--- config.mk ---
export PLATFORM = sky130hd
export DESIGN_NAME = mem_access_stage
export DESIGN_NICKNAME = d
export VERILOG_FILES = /design/src/rtl/mem_access_stage.sv
export SDC_FILE = /design/constraint.sdc
export NUM_CORES = 1
export LEC_CHECK = 0
export CORE_MARGIN = 1
export CORE_UTILIZATION = 40
export CTS_BUF_LIST = sky130_fd_sc_hd__clkbuf_16
export CTS_CLUSTER_SIZE = 24
export DETAILED_ROUTE_END_ITERATION = 12
export PLACE_DENSITY = 0.73
export SLEW_MARGIN = 25
export SYNTH_ARGS = -nofsm -noshare
export SYNTH_HDL_FRONTEND = slang
export SYNTH_SLANG_ARGS = --single-unit
--- constraint.sdc ---
create_clock -name clk -period 2.3 [get_ports clk]
set_input_delay 0.69 -clock clk [delete_from_list [all_inputs] [get_ports clk]]
set_output_delay 0.69 -clock clk [all_outputs]
set_load 0.02 [all_outputs]
--- src/rtl/mem_access_stage.sv ---
// mem_access_stage: memory-access pipeline stage between EX/MEM and write-back.
//   Accepts one instruction per cycle from EX. Non-memory ops reach the WB registers one cycle later.
//   Loads and stores hold the pipeline, using stall_out, until dmem_ack arrives or the timeout fires.
// Ports:
//   clk, rst_n                      clock and asynchronous active-low reset
//   ex_*                            instruction fields from EX (valid, alu result/address, store data, des, controls)
//   stall_out                       high while a memory transaction is outstanding; upstream holds its instruction
//   dmem_req/we/addr/wdata          registered request side of the data-memory port
//   dmem_rdata/ack                  response side of the data-memory port
//   wb_*                            registered results for write-back
//   mem_err                         the instruction now in WB was aborted
// Option: define MEM_MISALIGN_TRAP_EN to abort memory ops whose address bits [1:0] are non-zero
//   without issuing a request. When it is undefined, those bits are ignored.
module mem_access_stage #(
  parameter int unsigned TIMEOUT_CYCLES = 255
) (
  input  logic        clk,
  input  logic        rst_n,
  input  logic        ex_valid,
  input  logic [31:0] ex_alu_res,
  input  logic [31:0] ex_store_data,
  input  logic [31:0] ex_des,
  input  logic        ex_register_write,
  input  logic        ex_mem_read,
  input  logic        ex_mem_write,
  output logic        stall_out,
  output logic        dmem_req,
  output logic        dmem_we,
  output logic [31:0] dmem_addr,
  output logic [31:0] dmem_wdata,
  input  logic [31:0] dmem_rdata,
  input  logic        dmem_ack,
  output logic        wb_valid,
  output logic [31:0] wb_memoryData,
  output logic [31:0] wb_alu_res,
  output logic [31:0] wb_des,
  output logic        wb_register_write,
  output logic        mem_err
);

  typedef enum logic {
    S_IDLE = 1'b0,
    S_WAIT = 1'b1
  } state_t;

  // Final counter value before abort: req is high for exactly TIMEOUT_CYCLES cycles.
  localparam logic [7:0] CNT_LAST = 8'(TIMEOUT_CYCLES - 1);

  state_t      state;
  logic [7:0]  cnt;
  logic [31:0] hold_alu_res;
  logic [31:0] hold_des;
  logic        hold_register_write;
  logic        hold_load;

  logic is_mem;
  logic misalign;

  assign is_mem = ex_mem_read | ex_mem_write;

`ifdef MEM_MISALIGN_TRAP_EN
  assign misalign = (ex_alu_res[1:0] != 2'b00);
`else
  assign misalign = 1'b0;
`endif

  assign stall_out = (state == S_WAIT);

  always_ff @(posedge clk or negedge rst_n) begin
    if (!rst_n) begin
      state               <= S_IDLE;
      cnt                 <= 8'd0;
      hold_alu_res        <= 32'd0;
      hold_des            <= 32'd0;
      hold_register_write <= 1'b0;
      hold_load           <= 1'b0;
      dmem_req            <= 1'b0;
      dmem_we             <= 1'b0;
      dmem_addr           <= 32'd0;
      dmem_wdata          <= 32'd0;
      wb_valid            <= 1'b0;
      wb_memoryData       <= 32'd0;
      wb_alu_res          <= 32'd0;
      wb_des              <= 32'd0;
      wb_register_write   <= 1'b0;
      mem_err             <= 1'b0;
    end else begin
      // Default every cycle is a bubble; the data fields keep their old values.
      wb_valid          <= 1'b0;
      wb_register_write <= 1'b0;
      mem_err           <= 1'b0;
      case (state)
        S_IDLE: begin
          if (ex_valid) begin
            if (!is_mem) begin
              wb_valid          <= 1'b1;
              wb_alu_res        <= ex_alu_res;
              wb_des            <= ex_des;
              wb_register_write <= ex_register_write;
              wb_memoryData     <= 32'd0;
            end else if (misalign) begin
              wb_valid      <= 1'b1;
              wb_alu_res    <= ex_alu_res;
              wb_des        <= ex_des;
              wb_memoryData <= 32'd0;
              mem_err       <= 1'b1;
            end else begin
              // A store takes priority when read and write are both set.
              hold_alu_res        <= ex_alu_res;
              hold_des            <= ex_des;
              hold_register_write <= ex_register_write;
              hold_load           <= ~ex_mem_write;
              dmem_req            <= 1'b1;
              dmem_we             <= ex_mem_write;
              dmem_addr           <= {ex_alu_res[31:2], 2'b00};
              dmem_wdata          <= ex_store_data;
              cnt                 <= 8'd0;
              state               <= S_WAIT;
            end
          end
        end
        S_WAIT: begin
          // The ack is checked first, so it wins over a timeout in the same cycle.
          if (dmem_ack) begin
            dmem_req          <= 1'b0;
            wb_valid          <= 1'b1;
            wb_alu_res        <= hold_alu_res;
            wb_des            <= hold_des;
            wb_register_write <= hold_register_write;
            wb_memoryData     <= hold_load ? dmem_rdata : 32'd0;
            state             <= S_IDLE;
          end else if (cnt == CNT_LAST) begin
            dmem_req      <= 1'b0;
            wb_valid      <= 1'b1;
            wb_alu_res    <= hold_alu_res;
            wb_des        <= hold_des;
            wb_memoryData <= 32'd0;
            mem_err       <= 1'b1;
            state         <= S_IDLE;
          end else if (cnt != 8'hFF) begin
            cnt <= cnt + 8'd1;
          end
        end
        default: state <= S_IDLE;
      endcase
    end
  end

endmodule

# Word level (Yosys, flattened, before mapping)
# Cells that the tools add are included.
[word_totals]
reg_bits = 238
input_bits = 135
out_inout_bits = 166
wordCells = 76
[classes]
add_sub_neg = 1
n_eq_ne = 9
n_mux = 43
n_reduce_logical = 4
bitwise_logic = 3
[ops]
columns = ["op", "n"]
rows = [
  ["2-to-1 mux 32 bit", 13],
  ["case mux 32 bit (2 select lines)", 3],
  ["2-to-1 mux 8 bit", 5],
  ["2-to-1 mux 1 bit", 16],
  ["case mux 8 bit (2 select lines)", 1],
  ["inequality test 2 bit, second input constant", 5],
  ["case mux 1 bit (2 select lines)", 5],
  ["AND reduction 3 bit", 3],
  ["adder 8 x 1 -> 8 bit, second input constant", 1],
  ["equality test 8 bit, second input constant", 1],
  ["inequality test 8 bit, second input constant", 1],
  ["AND reduction 5 bit", 1],
  ["inequality test 3 x 2 -> 1 bit, second input constant", 1],
  ["inequality test 2 x 1 -> 1 bit, second input constant", 1],
  ["inverter 1 bit", 2],
  ["OR 1 bit", 1],
]

# Depth between registers and ports, before layout
[depth]
word_depth = 5
ltp_mapped = 9
depth_no_buf = 7

# Worst setup path after synthesis
# No wires, ideal clock.
[synth_timing]
path_type = "input port to flip-flop"
startpoint = "in dmem_ack"
endpoint = "reg cnt[3]"
cell_stages = 5
required_time_ns = 2.176
slack_ns = 0.524
path_buffers = 1
arrival_ns = 1.652
setup_time_ns = 0.124
cell_sequence = "and2b_1 > o21ai_1 > and2b_1 > buf_4 > a211o_1"
[synth_via]
elab_chain_cells = 2
[synth_lines]
columns = ["element", "line_no", "rtl"]
rows = [
  ["start: declaration", "32", "input logic dmem_ack,"],
  ["inequality test 2 bit (no line)", "n/a", ""],
  ["AND reduction 5 bit (no line)", "n/a", ""],
  ["end signal: assignment", "141", "cnt <= cnt + 8'd1;"],
  ["end: declaration", "50", "logic [7:0] cnt;"],
]
# Every way passes these cells.
# A chain may end at the register's enable or synchronous reset.

# Worst setup path in the final report
[layout_timing]
startpoint = "reg wb_alu_res[13]"
endpoint = "out wb_alu_res[13]"
[layout_lines]
columns = ["element", "line_no", "rtl"]
rows = [
  ["start: declaration", "35", "output logic [31:0] wb_alu_res,"],
  ["start signal: assignment", "97", "wb_alu_res <= ex_alu_res;"],
  ["start signal: assignment", "103", "wb_alu_res <= ex_alu_res;"],
  ["start signal: assignment", "127", "wb_alu_res <= hold_alu_res;"],
]
# No word-level cell between the ends.

==> summary.md <==
| Metric | Value |
|---|---|
| Status | `completed` |
| Nets | `1020` |
| Crit path DAT | `about 1600 ps` |
| CP max stage delay | `710 ps` |
| Post-route insts no fill | `1173` |
| Clock Latency Late Sink | `490 ps` |
| Final total power | `between 10 and 15 mW` |
| Die X-Extent | `148 um` |
| RSZ-0062 raised after global routing | `false` |
| Top Ports | `301` |
| Yosys cell types | `37` |
| Synthesis warning total | `0` |
| Post-synth top area cell | `dfrtp_1` |
| Crit path max fanout | `2` |
| HPWL Detailed | `15100 um` |
| Crit path capture type | `output port` |
| Synth top area share | `0.608` |
| CTS Hold Bufs | `0` |
| Vias in the first global route | `6343` |
| Max_cap viols | `0` |
| Sequential fraction of the synthesis area | `0.608` |
| Final min period | `about 2300 ps` |
| Mapped cell area | `~8600 sq um` |
| Register area | `5200 sq um` |
| Slowest cell on the critical path | `clkdlybuf4s50_1` |
| Num rows | `53` |
| WP data required | `1610 ps` |
| Clock Tree Root | `clkbuf_16` |
| # DRC | `0` |
| Synthesized instance count | `597` |
| Critical path, cell by cell | `clkdlybuf4s50_1` |
| Pleak | `5.10 nW` |
| CTS tree | `yes` |
| Initial antenna violation count | `0` |
| Final setup fails | `0` |
| F_max | `0.444 GHz` |
| Number of buffers and inverters on the critical path | `1` |
| EDFF count, synth | `0` |
| Die area | `22000 sq um` |
| Worst-path clk slew | `60 ps` |
| Gpl congestion | `0.766` |
| WL per Instance | `18.1 um` |
| Detailed-route wire length | `~21000 um` |
| First-pass GRT wire length | `34000 um` |
| Synth Area per Inst | `14.3 sq um` |
| Synth async-reset ratio | `1.00` |
| Main synth FF type | `dfrtp_1` |
| Worst Path Class, Setup | `reg2out` |
| Clock Tree Buf Depth | `3` |
| Area Growth Syn to Fin | `46.7%` |
| Crit share post-route | `0.979` |
| Fill cells | `1700` |
| TritonCTS Buffers | `22` |
| CTS Sinks | `208` |
| Via density | `5.06` |
| Max Slew Vio Count | `0` |
| Hold Fails Final Rpt | `0` |
| PortBufs | `298` |
| Final global-route overflow total | `0` |
| Delay-heaviest family, CP | `buffers and inverters` |
| Drt pass-1 iters | `4` |
| Cell Pwr Density | `1010 nW/um^2` |
| Die Ht | `148 um` |
| Area of the multi-input gates | `2910 sq um` |
| Yosys reg bits | `208` |
| Number of DRC violations after detailed-routing iteration 0 | `approximately 210` |
| Diodes inserted | `0` |
| Starting Density | `0.407` |
| DRT antenna net count | `0` |
| DR vias | `~6000` |
| Placed insts | `1134` |
| H-tree depth | `1` |
| Most common cell in the synthesized netlist | `dfrtp_1` |
| Post-route setup TNS | `0 ps` |
| Synth top area cells | `dfrtp_1 (61%), mux2_2 (13%), o221a_2 (5.8%), nand2b_1 (4.8%), a22o_1 (3.5%)` |
| Most frequent cells after synthesis | `dfrtp_1 (208), mux2_2 (98), nand2b_1 (66)` |
| CP startpoint kind | `register` |
| Largest net degree at the start of global routing | `60` |
| Share of cells above drive strength 1 | `0.239` |
| VDD IR max | `0.532 mV` |
| Gr usage total | `0.196` |
| Core Region | `~21000 sq um` |
| Worst hold path type | `in2async` |
| Clock Skew | `6.35 ps` |
cell families after synthesis:
family	after synthesis	share of synthesized area
flops	208	0.608
other cells	1	0.000438
fa+ha+maj	2	0.00292
buf+inv	75	0.0560
compound gates	119	0.136
mux	98	0.129
simple gates	94	0.0676
flip-flops by register name (all words and copies together) (netlist names):
register             flops
wb_valid                 1
dmem_wdata              32
stall_out                1
wb_memoryData           32
dmem_we                  1
hold_alu_res            32
mem_err                  1
cnt                      8
wb_des                  32
hold_des                32
hold_load                1
hold_register_write      1
wb_register_write        1
wb_alu_res              32
dmem_req                 1
final timing paths:
kind | startpoint | end | slack [ps] | cells past startpoint
setup / recovery | wb_alu_res[13] | wb_alu_res[13] | 50 | 1
hold / removal | rst_n | wb_memoryData[3] | 180 | 1
setup reg to reg | cnt[0] | wb_alu_res[22] | 540 | 7
hold reg to reg | dmem_req | dmem_req | 480 | 1
max in group asynchronous | rst_n | wb_des[21] | 1500 | 2
min in group clk | dmem_req | dmem_req | 480 | 1
timing repair:
item                                    in CTS  in global routing
buffers inserted                             0                  0
endpoints found under the setup margin       2                  0
resized for setup                            2                  0
placed cells by master (no fill, tap or decap), types with 3 or more instances in the layout:
| cell | count |
|---|---|
| a21o_1 | 4 |
| a22o_1 | 34 |
| and3_1 | 3 |
| buf_12 | 12 |
| buf_4 | 24 |
| clkbuf_16 | 23 |
| clkdlybuf4s50_1 | 295 |
| clkinv_1 | 7 |
| clkinv_2 | 3 |
| dfrtp_1 | 208 |
| inv_1 | 4 |
| mux2_2 | 98 |
| nand2_1 | 4 |
| nand2b_1 | 66 |
| nand3_1 | 4 |
| nor2_1 | 4 |
| o21ai_0 | 5 |
| o221a_1 | 20 |
| o221a_2 | 44 |
stage by stage:
stage | worst slack (ps) | hold WS, ps | area [sq um] | utilization
6_report | 48.9 | 177 | 12600 | 0.598
5_1_grt | 7.36 | 203 | 12600 | 0.598
4_1_cts | 17.3 | 174 | 12600 | 0.598
3_5_place_dp | 7.73 | 469 | 11900 | 0.565
3_3_place_gp | 39.2 | 461 | 11900 | 0.565
2_1_floorplan | 524 | 394 | 8570 | -
routing by layer:
| layer | GRT usage | up-vias | share of wire |
|---|---|---|---|
| met5 | 0 | - | 0 |
| met4 | 0.0510 | 0 | 0.020 |
| met3 | 0.0583 | 31 | 0.084 |
| met2 | 0.332 | 211 | 0.48 |
| met1 | 0.244 | 2958 | 0.41 |
| li1 | - | 2732 | - |
power breakdown:
| part | internal (mW) | switching, mW | leakage [nW] | total, mW |
|---|---|---|---|---|
| Combinational | 2.29 | 1.89 | 2.32 | 4.18 |
| Sequential | 4.54 | 0.553 | 2.43 | 5.10 |
| Clock | 2.02 | 1.41 | 0.351 | 3.43 |
layout make-up:
type                    instances  share of cell area
clock buffers                  23              0.0458
clock inverters                16             0.00956
inverters                       2            0.000597
flip-flops and latches        208               0.414
multi-input cells             315               0.232
well taps                     275              0.0274
repair buffers                334               0.271
Note: power is estimated with default switching activity, not from simulation.
